[config.mk]
export PLATFORM = sky130hd
export DESIGN_NAME = pipe_scroller
export DESIGN_NICKNAME = d
export VERILOG_FILES = /design/src/rtl/pipe_scroller.sv
export SDC_FILE = /design/constraint.sdc
export NUM_CORES = 1
export LEC_CHECK = 0
export BUFFER_PORTS_ARGS = -buffer_cell sky130_fd_sc_hd__buf_2
export CAP_MARGIN = 20
export CELL_PAD_IN_SITES_DETAIL_PLACEMENT = 1
export CELL_PAD_IN_SITES_GLOBAL_PLACEMENT = 1
export CORE_MARGIN = 4
export CORE_UTILIZATION = 42
export DETAILED_ROUTE_END_ITERATION = 7
export MAX_ROUTING_LAYER = met4
export PLACE_DENSITY = 0.77
export SLEW_MARGIN = 20
export SYNTH_ARGS = -nofsm -noshare
export SYNTH_HDL_FRONTEND = slang
export SYNTH_SLANG_ARGS = --single-unit
export TNS_END_PERCENT = 10
[constraint.sdc]
create_clock -name clk -period 5.5 [get_ports clk]
set_clock_uncertainty 0.2 [all_clocks]
set_input_delay 1.375 -clock clk [delete_from_list [all_inputs] [get_ports clk]]
set_output_delay 1.375 -clock clk [all_outputs]
set_load 0.05 [all_outputs]
[src/rtl/pipe_scroller.sv]
// Purpose: moves a ring of NUM_PIPES obstacles left by `speed` per qualifying step, respawns them, scores passes, ramps speed.
// Latency: 1 cycle from a sampled step & run to updated positions, score_inc, score and speed (all registered).
// Backpressure: none; a step is consumed in the cycle it is seen, and step with run low is ignored.
module pipe_scroller #(
  parameter int          NUM_PIPES  = 4,
  parameter int          PIPE_SEP   = 250,
  parameter int          PIPE_W     = 52,
  parameter int          SCREEN_W   = 640,
  parameter int          Y_MIN      = 60,
  parameter int          Y_BITS     = 8,
  parameter logic [15:0] LFSR_SEED  = 16'hACE1,
  parameter int          SPEED_MAX  = 4,
  parameter int          RAMP_EVERY = 10
) (
  input  logic                     clk,
  input  logic                     rst,
  input  logic                     step,
  input  logic                     run,
  input  logic                     clear,
  input  logic [9:0]               bird_x,
  output logic [11*NUM_PIPES-1:0]  pipe_x_flat,
  output logic [10*NUM_PIPES-1:0]  pipe_y_flat,
  output logic                     score_inc,
  output logic [15:0]              score,
  output logic [2:0]               speed
);

  localparam int RW = (RAMP_EVERY > 1) ? $clog2(RAMP_EVERY) : 1;

  // Positions are held with guard bits: spawn X can exceed 1023, and an
  // off-screen-right pipe must never look like an off-screen-left one.
  localparam logic signed [15:0] PW_S        = 16'(PIPE_W);
  localparam logic signed [15:0] SEP_S       = 16'(PIPE_SEP);
  localparam logic [9:0]         Y_RST       = 10'(Y_MIN + (1 << (Y_BITS - 1)));
  localparam logic [9:0]         Y_MIN_V     = 10'(Y_MIN);
  localparam logic [2:0]         SPEED_MAX_V = 3'(SPEED_MAX);

  logic signed [15:0] x_q [NUM_PIPES];
  logic signed [15:0] x_d [NUM_PIPES];
  logic signed [15:0] nx  [NUM_PIPES];
  logic [9:0]         y_q [NUM_PIPES];
  logic [9:0]         y_d [NUM_PIPES];
  logic [15:0]        lfsr_q, lfsr_d;
  logic [15:0]        score_q, score_d;
  logic [2:0]         speed_q, speed_d;
  logic [RW-1:0]      ramp_q, ramp_d;
  logic               inc_q, inc_d;
  logic               pass;
  logic signed [15:0] bird_s;

  function automatic logic signed [15:0] spawn_x(input int i);
    return 16'(SCREEN_W + i * PIPE_SEP);
  endfunction

  // Galois LFSR, free-running so the player's timing seeds the gap heights.
  always_comb begin
    lfsr_d = {1'b0, lfsr_q[15:1]} ^ (lfsr_q[0] ? 16'hB400 : 16'h0000);
  end

  // Per-pipe move, respawn behind the predecessor's new position, and pass detection.
  always_comb begin
    bird_s = signed'({6'd0, bird_x});
    pass   = 1'b0;
    for (int i = 0; i < NUM_PIPES; i++) begin
      nx[i] = x_q[i] - signed'({13'd0, speed_q});
    end
    for (int i = 0; i < NUM_PIPES; i++) begin
      x_d[i] = nx[i];
      y_d[i] = y_q[i];
      if (nx[i] + PW_S <= 16'sd0) begin
        x_d[i] = nx[(i + NUM_PIPES - 1) % NUM_PIPES] + SEP_S;
        y_d[i] = Y_MIN_V + 10'(lfsr_q[Y_BITS-1:0]);
      end
      if ((x_q[i] + PW_S >= bird_s) && (nx[i] + PW_S < bird_s)) begin
        pass = 1'b1;
      end
    end
  end

  // Saturating score, ramp counter and speed increment on a pass.
  always_comb begin
    score_d = score_q;
    speed_d = speed_q;
    ramp_d  = ramp_q;
    inc_d   = 1'b0;
    if (pass) begin
      inc_d = 1'b1;
      if (score_q != 16'hFFFF) begin
        score_d = score_q + 16'd1;
      end
      if (int'(ramp_q) == RAMP_EVERY - 1) begin
        ramp_d = '0;
        if (speed_q < SPEED_MAX_V) begin
          speed_d = speed_q + 3'd1;
        end
      end else begin
        ramp_d = ramp_q + 1'b1;
      end
    end
  end

  // LFSR is only reset by rst; clear leaves it running.
  always_ff @(posedge clk) begin
    if (rst) begin
      lfsr_q <= LFSR_SEED;
    end else begin
      lfsr_q <= lfsr_d;
    end
  end

  // Game state: rst/clear reinitialise, otherwise commit a move on step & run only.
  always_ff @(posedge clk) begin
    if (rst || clear) begin
      for (int i = 0; i < NUM_PIPES; i++) begin
        x_q[i] <= spawn_x(i);
        y_q[i] <= Y_RST;
      end
      score_q <= 16'd0;
      speed_q <= 3'd1;
      ramp_q  <= '0;
      inc_q   <= 1'b0;
    end else if (step && run) begin
      for (int i = 0; i < NUM_PIPES; i++) begin
        x_q[i] <= x_d[i];
        y_q[i] <= y_d[i];
      end
      score_q <= score_d;
      speed_q <= speed_d;
      ramp_q  <= ramp_d;
      inc_q   <= inc_d;
    end else begin
      inc_q <= 1'b0;
    end
  end

  // Flatten registered state onto the output buses.
  always_comb begin
    pipe_x_flat = '0;
    pipe_y_flat = '0;
    for (int i = 0; i < NUM_PIPES; i++) begin
      pipe_x_flat[11*i +: 11] = x_q[i][10:0];
      pipe_y_flat[10*i +: 10] = y_q[i];
    end
    score_inc = inc_q;
    score     = score_q;
    speed     = speed_q;
  end

endmodule

Yosys cells after proc, flatten, opt, wreduce, memory -nomap -nowiden. Memory sizes are Yosys's and may differ from the RTL's. Cells that the tools add are included.

Bitwise operators: 10. Reductions and logical operators: 10. Equal/unequal tests: 2. Add/subtract/negate cells: 20. $lt $le $gt $ge: 13. Muxes and demuxes: 28.

Operator list (number): two-way mux 16 bit (9); adder 16 x 7 -> 16 bit (second input constant) (8); two-way mux 10 bit (8); adder 16 x 9 -> 16 bit (second input constant) (4); greater-or-equal comparator 16 x 11 -> 1 bit (4); <= comparator 16 x 1 -> 1 bit (second input constant) (4); less-than comparator 16 x 11 -> 1 bit (4); subtractor 16 x 4 -> 16 bit (4); adder 16 x 1 -> 16 bit (second input constant) (1); inequality test 16 bit (second input constant) (1); XOR 15 x 16 -> 16 bit (1); two-way mux 1 bit (10); adder 6 x 8 -> 9 bit (first input constant) (1); OR 1 bit (8); logical AND 1 bit (5); adder 4 x 1 -> 4 bit (second input constant) (1); == test 4 bit (second input constant) (1); two-way mux 4 bit (1); AND reduction 4 bit (1); adder 3 x 1 -> 3 bit (second input constant) (1); less-than comparator 3 bit (second input constant) (1); AND reduction 3 bit (1); AND reduction 2 bit (1); OR reduction 2 bit (1); 2 further kinds (2).

Memories: 2. Input port bits: 15. Output and inout bits: 104. Register bits: 40. Memory bits (writable): 104. Logic and storage cells: 90.

Memory list: x_q (words 4, bits a word 16, read ports 4, clocked after memory_dff 0, wr ports 4, RTL line 38) `logic signed [15:0] x_q [NUM_PIPES];`; y_q (words 4, bits a word 10, read ports 4, clocked after memory_dff 0, wr ports 4, RTL line 41) `logic [9:0] y_q [NUM_PIPES];`.

Logic depth before layout (Yosys ltp). Gate-level depths: netlist of the first run. An unclocked memory read counts as a cell.

Word-level depth: 10. Mapped depth: 23. Mapped depth without buffers: 20.

Least setup slack after synthesis of the first run. No wires, ideal clock.

Kind: register to register. From: reg, netlist name speed[0]. To: mem y_q[2][0] (enable). Stages on the path, launching flop included: 17. Library setup time: 387 ps. Clock period less this slack: 5572 ps. Setup slack: -72 ps. Path buffers: 3. Arrival: 4985 ps. Required time: 4913 ps. Path through: dfxtp_1 -> ha_1 -> inv_1 -> fa_1 -> a211oi_2 -> and2_1 -> xor2_1 -> and2_1 -> nand2_1 -> nor4_1 -> o221ai_1 -> nor4bb_1 -> nor2b_1 -> clkbuf_1 -> buf_2 -> buf_2 -> o21ai_0.

RTL lines (RTL line): end, declared (41).

Worst setup path after layout of the first run.
From: reg speed_q[1], in the netlist speed[1]. To: reg score_q[14], in the netlist score[14].

Word-level cells in the longest chain between the ends: 9. Elaborated cells between the ends (all ways): 21. Classes of those cells: add/sub: 8; order compare: 4; mux: 4; reduce/logical: 5.

Ends and longest elaborated chain: start, declared (RTL line 45) `logic [2:0] speed_q, speed_d;`; start signal, assigned (RTL line 128) `speed_q <= speed_d;`; subtractor 16 x 4 -> 16 bit (RTL line 65) `nx[i] = x_q[i] - signed'({13'd0, speed_q});`; adder 16 x 7 -> 16 bit (RTL line 74) `if ((x_q[i] + PW_S >= bird_s) && (nx[i] + PW_S < bird_s)) begin`; less-than comparator 16 x 11 -> 1 bit (RTL line 74); logical AND 1 bit (RTL line 74); two-way mux 1 bit (3 in a row) (RTL line 74); two-way mux 1 bit * (RTL line 74); AND reduction 3 bit (no source line) *; end signal, assigned (RTL line 127) `score_q <= score_d;`; end, declared (RTL line 44) `logic [15:0] score_q, score_d;`.

Mark *: on every way between the ends. The rest lies on a longest branch, timed or not. A chain may end at the register's enable or synchronous reset.

==> results of run 1 <==
Yosys cell counts (all sizes together) (15+ instances only):
cell	number
a211oi	24
a21oi	70
and3	16
buf	70
clkbuf	56
dfxtp	40
edfxtp	100
ha	111
inv	54
mux2	17
mux2i	15
nand2	124
nand2b	19
nand3	42
nand4	17
nor2	121
nor2b	20
nor3	35
nor4	21
o211ai	20
o21a	16
o21ai	50
o31ai	15
or2	23
or3	22
or4	25
xnor2	100
xor2	65
layer usage:
metal  GRT usage [%]  wire [µm]
met1            33.7      19100
met2            42.2      20100
met3            4.86       2490
met4            8.74       1400
met5               -          0
flip-flops by register name, indices dropped and copies added (netlist names):
signal,flops
score,16
y_q,36
lfsr_q,16
x_q,64
ramp_q,4
speed,3
score_inc,1
stage by stage:
stage | instances | cell area [µm²] | utilization, % | total power [µW] | setup TNS, ns
2_1_floorplan | 1463 | 12800 | - | 1780 | 0
3_3_place_gp | 1906 | 13700 | 45.9 | 1970 | 0
3_5_place_dp | 1906 | 13700 | 45.9 | 2000 | 0
4_1_cts | 1938 | 14300 | 47.9 | 3190 | 0
5_1_grt | 1943 | 14400 | 48.3 | 3330 | -0.0470
6_report | 1943 | 14400 | 48.3 | 3190 | 0
area by class of cell:
type                    count  share of cell area, %
repair buffers            184                   7.86
well taps                 390                   3.39
clock buffers              17                   2.95
clock inverters            15                   1.14
multi-input cells        1143                   56.8
inverters                  54                   1.43
flip-flops and latches    140                   26.4
worst reg2reg max path, cell delays in order, from the launching register on:
cell	delay [ns]
dfxtp_1	0.41
clkinvlp_4	0.26
fa_1	0.60
a22o_1	0.28
a311o_1	0.35
a311oi_1	0.35
nor2b_1	0.21
xnor2_1	0.18
ha_1	0.32
and3_1	0.22
a211oi_1	0.29
nand3_1	0.12
o22ai_1	0.28
buf_4	0.20
o41ai_4	0.07
buf_12	0.20
or4_1	0.54
o211a_1	0.13
report_power, final:
part | leakage [µW] | internal (µW) | switching [µW] | total (µW)
registers | 0.00131 | 1170 | 54.7 | 1220
logic | 0.00405 | 282 | 493 | 775
clock network | 0.000283 | 612 | 585 | 1200
path summary, 6_finish.rpt:
check | endpoint | slack [ns] | cells past startpoint | startpoint
worst max-delay path | score[14]$_SDFFE_PP0P_ | 0.19 | 17 | speed[1]$_SDFFE_PP0P_
worst min register to register | lfsr_q[11]$_SDFF_PP1_ | 0.21 | 1 | lfsr_q[12]$_SDFF_PP0_
worst max register to register | score[14]$_SDFFE_PP0P_ | 0.19 | 17 | speed[1]$_SDFFE_PP0P_
worst min-delay path | lfsr_q[11]$_SDFF_PP1_ | 0.21 | 1 | lfsr_q[12]$_SDFF_PP0_
what timing repair did:
action	in CTS	in global routing
buffers inserted	0	5
gates resized for setup	0	13
setup endpoints to repair	0	28
kinds of logic (layout without fill, tap and decap cells):
kind of cell    after synthesis  in the layout  synth area share, %
compound gates              299            299                 16.3
xor+xnor                    165            165                 11.3
fa+ha+maj                   115            115                 11.5
other cells                   1              4               0.0293
simple gates                528            528                 21.4
mux                          32             32                 2.67
buf+inv                     180            270                 7.09
flops                       140            140                 29.7
==> results.py, run 1 <==
metrics = {
    "layout": {
        "drive_above_1_share_pct": 18.7,
        "multi_input_area_um2": 8190,
        "fill_cells": 3555,
        "mostFrequentLayoutCells": "nand2_1 (122), nor2_1 (118), buf_2 (114), ha_1 (110), edfxtp_1 (100)",
        "seqCellArea_um2": 3800,
        "nets": 1670,
        "diodes": 0,
        "areaGrowthSynthToFinish_pct": 12.5,
        "final_common_cell": "nand2_1",
    },
    "synthesis": {
        "ys_top_cells_by_area": "edfxtp_1 (23%), ha_1 (11%), xnor2_1 (6.8%)",
        "yosys_register_bits": 140,
        "syn_area_per_cell_um2": 8.77,
        "yosysTopAreaCell": "edfxtp_1",
        "ys.flop_type": "edfxtp_1",
        "synth_cells": 1460,
        "ys_seq_area_share_pct": 29.7,
        "synth_edf_count": 100,
        "synth_cell_types": 84,
        "ys_async_sr_fraction_pct": 0,
        "synth_warnings": 0,
        "netlist_area_um2": 12800,
        "synth_top_area_share_pct": 23.4,
    },
    "power_and_ir_drop": {
        "ir_worst_vdd_v": 0.000211,
        "cellLeakagePower_uw": 0.00564,
        "p_per_area_nw_per_um2": 221,
    },
    "critical_path": {
        "critPathCaptureType": "register",
        "worstPathRequired_ns": 5.63,
        "critPathTopFamily": "compound AO/OA/AOI/OAI gates",
        "cp_max_fo": 34,
        "critPathLaunchType": "register",
        "crit_slowest_cell": "fa_1",
        "cp_data_arrival_time_ns": 5.44,
        "crit_type": "reg -> reg",
        "path_cells": "clkinvlp_4 -> fa_1 -> a22o_1 -> a311o_1 -> a311oi_1 -> nor2b_1 -> xnor2_1 -> ha_1 -> and3_1 -> a211oi_1 -> nand3_1 -> o22ai_1 -> buf_4 -> o41ai_4 -> buf_12 -> or4_1 -> o211a_1",
        "cp_slowest_stage_delay_ns": 0.60,
        "cp_num_buf_inv": 3,
    },
    "cts": {
        "clk_pin_slew_worst_paths_ns": 0.07,
        "clock_sinks": 140,
        "clock_path_buffers": 2,
        "h-tree-depth": 4,
        "hold_buffers": 0,
        "tritoncts.num_buffers": 17,
        "cts_tree": "done",
        "root_buffer": "clkbuf_16",
        "clk-insertion-delay-late_ns": 0.44,
    },
    "global_route": {
        "grt.total_usage_pct": 26.4,
        "antenna_found_initial": 0,
        "grt_remaining_overflow": 0,
        "grt_pass1_vias": 12100,
        "grt_max_degree": 36,
        "grt_pass1_wl_mm": 67.7,
    },
    "detailed_routing": {
        "via_per_inst": 5.91,
        "first_pass_iters": 5,
        "drc": 0,
        "ant_nets": 0,
        "wire_per_inst_um": 22.2,
        "first_iter_violations": 827,
        "routed_wl_mm": 43.1,
        "route.vias.total": 11500,
    },
    "floorplanning": {
        "rows": 63,
        "top_level_ports": 119,
        "die_h_um": 183,
        "core-area_um2": 29900,
        "die_width_um": 183,
        "die-area_um2": 33400,
        "start_util_pct": 42.9,
    },
    "run": {
        "cap_violations": 0,
    },
    "sta": {
        "hold_ws_ns": 0.214,
        "fin_ws_ns": 0.191,
        "max_slew_margin_pct": 40.9,
        "slew_viol_final": 0,
        "fmax_ghz": 0.188,
        "grt_setup_unrepaired": "yes",
        "final_hold_viol_count": 0,
        "finalSetupViolCount": 0,
        "final.min_clock_period_ns": 5.31,
        "worstMarginPinSlew_ns": 0.883,
        "post-route-period-util_pct": 96.5,
    },
    "min_path": {
        "hp-class": "reg -> reg",
    },
    "place": {
        "gp_routability_congestion": 0.939,
        "numPortBuffers": 114,
        "post-place-ws_ns": 0.195,
        "dp_hpwl_mm": 32.8,
    },
    "status": {
        "status": "complete, no violations",
    },
}
Power figures use the tool's default switching activity.
==> run 2, diff against run 1 <==
==> constraint.sdc (replaced) <==
create_clock -name clk -period 5.5 [get_ports clk]
set_clock_uncertainty 0.2 [all_clocks]
set_input_delay 1.1 -clock clk [delete_from_list [all_inputs] [get_ports clk]]
set_output_delay 1.1 -clock clk [all_outputs]
set_load 0.05 [all_outputs]
==> run 2 against run 1 <==
  * Critical path depth increased by 5
  * First-iteration DRC count decreased by 5.1%
  * Fmax decreased by 0.24%
  * Non-clock buffer count increased by 30
  * Hold slack improved by 0.026 ns
  * Combinational power increased by 6.3%
  * Critical endpoint is now score[11]$_SDFFE_PP0P_
==> results.py, run 2 (same netlist as run 1, synthesis figures left out) <==
metrics = {
    "sta": {
        "slew_viol_final": 0,
        "max_slew_margin_pct": 37.5,
        "hold_ws_ns": 0.240,
        "fmax_ghz": 0.188,
        "final_hold_viol_count": 0,
        "finalSetupViolCount": 0,
        "final.min_clock_period_ns": 5.32,
        "worstMarginPinSlew_ns": 0.934,
        "post-route-period-util_pct": 96.8,
    },
    "place": {
        "dpl_cell_area_um2": 13900,
        "numPortBuffers": 114,
        "gp_routability_congestion": 0.946,
        "place_inst": 1935,
        "dp_hpwl_mm": 33.0,
    },
    "detailed_routing": {
        "routed_wl_mm": 44.5,
        "route.vias.total": 11900,
        "drc": 0,
        "first_iter_violations": 785,
        "via_per_inst": 6.02,
        "first_pass_iters": 5,
        "wire_per_inst_um": 22.6,
        "ant_nets": 0,
    },
    "global_route": {
        "grt.total_usage_pct": 26.7,
        "grt_max_degree": 47,
        "grt_pass1_vias": 12200,
        "grt_pass1_wl_mm": 68.9,
        "antenna_found_initial": 1,
        "grt_remaining_overflow": 0,
    },
    "run": {
        "cap_violations": 0,
    },
    "cts": {
        "h-tree-depth": 4,
        "cts_tree": "done",
        "tritoncts.num_buffers": 17,
        "clock_sinks": 140,
        "clk_pin_slew_worst_paths_ns": 0.07,
        "clk-insertion-delay-late_ns": 0.45,
        "clock_path_buffers": 2,
        "hold_buffers": 0,
        "root_buffer": "clkbuf_16",
    },
    "critical_path": {
        "reg2reg_setup_slack_ns": 0.18,
        "cp_slowest_stage_delay_ns": 0.50,
        "critPathLaunchType": "register",
        "cp_max_fo": 17,
        "crit_slowest_cell": "or4_1",
        "worst-r2r-cell-count": 22,
        "worstPathRequired_ns": 5.68,
        "path_cells": "inv_1 -> ha_1 -> inv_1 -> fa_2 -> buf_4 -> a22o_1 -> a311o_1 -> and3_2 -> or2_2 -> ha_1 -> nand2_1 -> a21oi_1 -> a211o_1 -> a211oi_1 -> nand3_1 -> o22ai_2 -> buf_6 -> o41ai_4 -> buf_12 -> buf_12 -> or4_1 -> a21oi_1",
        "crit_type": "reg -> reg",
        "r2r_end": "score[11]$_SDFFE_PP0P_",
        "cp_data_arrival_time_ns": 5.50,
        "critPathCaptureType": "register",
        "r2r-start": "x_q[3][0]$_SDFFCE_PN0P_",
    },
    "layout": {
        "areaGrowthSynthToFinish_pct": 14.9,
        "largest_register_ffs": 64,
        "nets": 1701,
        "reg.largest.list": "x_q: 64 flops, y_q: 36 flops",
        "fin_util_pct": 49.3,
        "mostFrequentLayoutCells": "nand2_1 (122), nor2_1 (118), buf_2 (114), ha_1 (110), edfxtp_1 (100)",
        "seqCellArea_um2": 3800,
        "fill_cells": 3541,
        "design_area_um2": 14700,
        "final_common_cell": "nand2_1",
        "final_cells": 1975,
        "drive_above_1_share_pct": 21.1,
        "regMostFlops": "x_q",
        "multi_input_area_um2": 8240,
    },
    "floorplanning": {
        "top_level_ports": 119,
        "die-area_um2": 33400,
        "rows": 63,
        "core-area_um2": 29900,
        "die_h_um": 183,
        "start_util_pct": 42.9,
        "die_width_um": 183,
    },
    "status": {
        "status": "complete, no violations",
    },
    "min_path": {
        "min-delay-start": "lfsr_q[12]$_SDFF_PP0_",
        "hp-class": "reg -> reg",
        "whs_path_depth": 1,
        "hold_end": "lfsr_q[11]$_SDFF_PP1_",
    },
    "power_and_ir_drop": {
        "p_per_area_nw_per_um2": 226,
        "cellLeakagePower_uw": 0.00582,
        "ir_worst_vdd_v": 0.000179,
    },
}
==> run 2: what timing repair did <==
item / CTS / global route
setup buffers: 0 / 6
setup endpoints to repair: 4 / 32
resized for setup: 1 / 27
pin swaps: 0 / 6
endpoints found under the hold margin: 0 / 0
gates cloned: 0 / 1
==> run 2: worst max-delay path by stage <==
| stage | startpoint | endpoint | slack, ns | depth (start not counted) |
|---|---|---|---|---|
| global route | speed[1]$_SDFFE_PP0P_ | score[13]$_SDFFE_PP0P_ | -0.04 | 21 |
| CTS | speed[2]$_SDFFE_PP0P_ | score[9]$_SDFFE_PP0P_ | 0.00001 | 20 |
| detailed placement | speed[0]$_SDFFE_PP1P_ | score[11]$_SDFFE_PP0P_ | 0.05 | 14 |
| floorplan | speed[0]$_SDFFE_PP1P_ | score[11]$_SDFFE_PP0P_ | 0.13 | 19 |
| global placement | speed[2]$_SDFFE_PP0P_ | score[11]$_SDFFE_PP0P_ | 0.15 | 14 |
| finish | x_q[3][0]$_SDFFCE_PN0P_ | score[11]$_SDFFE_PP0P_ | 0.18 | 22 |
==> run 2: layout make-up <==
cell class	count	area share [%]
diodes	1	0.0170
clock buffers	17	2.89
clock inverters	15	1.33
inverters	54	1.40
multi-input cells	1144	55.9
flip-flops and latches	140	25.8
well taps	390	3.31
repair buffers	214	9.26
==> run 2: power breakdown <==
group / switching, µW / leakage, µW / internal (µW) / total [µW]
combinational: 521 / 0.00420 / 303 / 824
clock: 589 / 0.000309 / 700 / 1290
sequential: 48.2 / 0.00131 / 1170 / 1210
==> run 2: critical path: cells and delay by family (launching register included) <==
kind	cells	cell delay (ns)
simple gates	5	1.30
flops	1	0.42
fa+ha+maj	3	0.90
buf+inv	6	0.87
compound gates	8	1.55
==> run 2: stage by stage <==
stage                     setup WS [ns]  TNS (ns)  total power (µW)
after floorplan                   0.130         0              1780
after global placement            0.149         0              1990
after detailed placement         0.0524         0              2020
after CTS                     0.0000120         0              3300
after global routing            -0.0411    -0.148              3460
final                             0.178         0              3330
==> run 2: per-layer routing <==
| layer | routed length [µm] | share of wire [%] | track usage, % | vias up |
|---|---|---|---|---|
| li1 | - | - | - | 5504 |
| met3 | 2540 | 5.7 | 4.25 | 79 |
| met2 | 20800 | 47 | 42.5 | 343 |
| met4 | 1690 | 3.8 | 10.6 | 0 |
| met5 | 0 | 0 | - | - |
| met1 | 19500 | 44 | 34.3 | 5972 |
==> run 3, diff against run 2 <==
--- a/config.mk
+++ b/config.mk
@@ -14,6 +14,7 @@
 export DETAILED_ROUTE_END_ITERATION = 7
 export MAX_ROUTING_LAYER = met4
 export PLACE_DENSITY = 0.77
+export RECOVER_POWER = 25
 export SLEW_MARGIN = 20
 export SYNTH_ARGS = -nofsm -noshare
 export SYNTH_HDL_FRONTEND = slang
==> run 3 against run 2 <==
  * Via count fell by 0.17%
  * Wire length is essentially flat
  * Register-to-register slack hardly changed
  * Sequential share of layout area grew 0.14 points
  * Global-route usage unchanged
  * Flip-flop and latch count did not move
  * Hold slack got worse by 0.0038 ns
  * Critical path depth did not move
  * Fmax increased by 0.13%
  * Non-clock buffer count did not move
  * Critical path type unchanged
  * Final area down 0.53%
  * First-iteration DRC count increased by 7.1%
==> results.py, run 3 (same netlist as run 1, synthesis figures left out) <==
metrics = {
    "floorplanning": {
        "die_h_um": 183,
        "rows": 63,
        "die_width_um": 183,
        "core-area_um2": 29900,
        "top_level_ports": 119,
        "die-area_um2": 33400,
        "start_util_pct": 42.9,
    },
    "sta": {
        "finalSetupViolCount": 0,
        "slew_viol_final": 0,
        "hold_ws_ns": 0.236,
        "finalSetupTns_ns": 0,
        "max_slew_margin_pct": 37.2,
        "post-route-period-util_pct": 96.6,
        "fin_ws_ns": 0.184,
        "fmax_ghz": 0.188,
        "final_hold_viol_count": 0,
        "worstMarginPinSlew_ns": 0.939,
        "final.min_clock_period_ns": 5.32,
    },
    "critical_path": {
        "critPathLaunchType": "register",
        "worstPathRequired_ns": 5.68,
        "cp_data_arrival_time_ns": 5.49,
        "worst-r2r-cell-count": 22,
        "cp_max_fo": 17,
        "critPathCaptureType": "register",
        "crit_type": "reg -> reg",
    },
    "detailed_routing": {
        "via_per_inst": 6.01,
        "wire_per_inst_um": 22.5,
        "first_iter_violations": 841,
        "drc": 0,
        "first_pass_iters": 5,
        "ant_nets": 0,
        "routed_wl_mm": 44.5,
        "route.vias.total": 11900,
    },
    "layout": {
        "fill_cells": 3568,
        "reg.largest.list": "x_q: 64 flops, y_q: 36 flops",
        "regMostFlops": "x_q",
        "final_common_cell": "nand2_1",
        "fin_util_pct": 49.0,
        "largest_register_ffs": 64,
        "drive_above_1_share_pct": 17.2,
        "mostFrequentLayoutCells": "nand2_1 (122), nor2_1 (118), ha_1 (110), edfxtp_1 (100), xnor2_1 (97)",
        "areaGrowthSynthToFinish_pct": 14.3,
        "nets": 1701,
    },
    "power_and_ir_drop": {
        "pwr-share-seq_pct": 36.5,
        "power.internal_uw": 2160,
        "switching_share_pct": 34.9,
        "p_switching_uw": 1160,
        "clkPwrFrac_pct": 38.8,
        "p_comb_share_pct": 24.7,
        "ir_worst_vdd_v": 0.000178,
        "cellLeakagePower_uw": 0.00563,
        "p_per_area_nw_per_um2": 227,
    },
    "cts": {
        "h-tree-depth": 4,
        "clock_path_buffers": 2,
        "clock_sinks": 140,
        "root_buffer": "clkbuf_16",
        "clk-insertion-delay-late_ns": 0.45,
        "hold_buffers": 0,
        "clk_pin_slew_worst_paths_ns": 0.07,
        "cts_tree": "done",
        "tritoncts.num_buffers": 17,
    },
    "place": {
        "post-place-ws_ns": 0.0524,
        "gp_routability_congestion": 0.946,
        "dp_hpwl_mm": 33.0,
        "numPortBuffers": 114,
    },
    "global_route": {
        "grt_remaining_overflow": 0,
        "antenna_found_initial": 1,
        "grt_pass1_vias": 12200,
        "grt_pass1_wl_mm": 68.9,
        "grt.total_usage_pct": 26.7,
        "grt_max_degree": 47,
    },
    "status": {
        "status": "complete, no violations",
    },
    "min_path": {
        "whs_path_depth": 1,
        "hp-class": "reg -> reg",
    },
    "run": {
        "cap_violations": 0,
    },
}
## run 3: cell types whose count changed in the layout (fill, tap and decap cells not counted), sizes merged
cell    before  now
clkbuf      17   79
buf        214  152
## run 3: what timing repair did
item / in CTS / in global routing
endpoints found under the setup margin: 4 / 32
cloned: 0 / 1
pin swaps: 0 / 6
setup buffers: 0 / 6
resized for setup: 1 / 27
## run 3: per-stage QoR
step / area (µm²) / std cells / power, µW
after global placement: 13900 / 1935 / 1990
after global routing: 14600 / 1975 / 3450
after detailed placement: 13900 / 1935 / 2020
final: 14600 / 1975 / 3320
after floorplan: 12800 / 1463 / 1780
after CTS: 14600 / 1967 / 3300
## run 3: critical path: stages (launching register included)
cell and delay [ns]:
edfxtp_1 0.42, inv_1 0.11, ha_1 0.23, inv_1 0.08, fa_2 0.38, buf_4 0.18
a22o_1 0.23, a311o_1 0.36, and3_2 0.26, or2_2 0.32, ha_1 0.29, nand2_1 0.07
a21oi_1 0.04, a211o_1 0.27, a211oi_1 0.24, nand3_1 0.15, o22ai_2 0.17, buf_6 0.17
o41ai_4 0.09, buf_12 0.19, buf_12 0.14, or4_1 0.50, a21oi_1 0.15
## run 3: final timing paths
| kind | slack [ns] | startpoint | end |
|---|---|---|---|
| min | 0.24 | lfsr_q[12]$_SDFF_PP0_ | lfsr_q[11]$_SDFF_PP1_ |
| max reg2reg | 0.18 | x_q[3][0]$_SDFFCE_PN0P_ | score[11]$_SDFFE_PP0P_ |
| max | 0.18 | x_q[3][0]$_SDFFCE_PN0P_ | score[11]$_SDFFE_PP0P_ |
| min reg2reg | 0.24 | lfsr_q[12]$_SDFF_PP0_ | lfsr_q[11]$_SDFF_PP1_ |
## run 3: cell type report
type / count / area [µm²] / share of cell area (%)
Multi-Input combinational cell: 1144 / 8240 / 56.2
Clock inverter: 15 / 195 / 1.33
Antenna cell: 1 / 2.50 / 0.0171
Clock buffer: 17 / 425 / 2.91
Inverter: 54 / 206 / 1.41
Timing Repair Buffer: 214 / 1280 / 8.78
Tap cell: 390 / 488 / 3.33
Sequential cell: 140 / 3800 / 26.0
## run 3: power groups by stage
stage	registers, µW	logic (µW)	clock network (µW)
finish	1210	820	1290
global route	1220	890	1350
CTS	1210	794	1300
detailed placement	1230	782	0
global placement	1230	754	0
floorplan	1240	539	0
## run 3: metal layers
| metal | GRT usage [%] | wire [µm] |
|---|---|---|
| met1 | 34.3 | 19600 |
| met3 | 4.25 | 2510 |
| met5 | - | 0 |
| met4 | 10.6 | 1780 |
| met2 | 42.5 | 20700 |
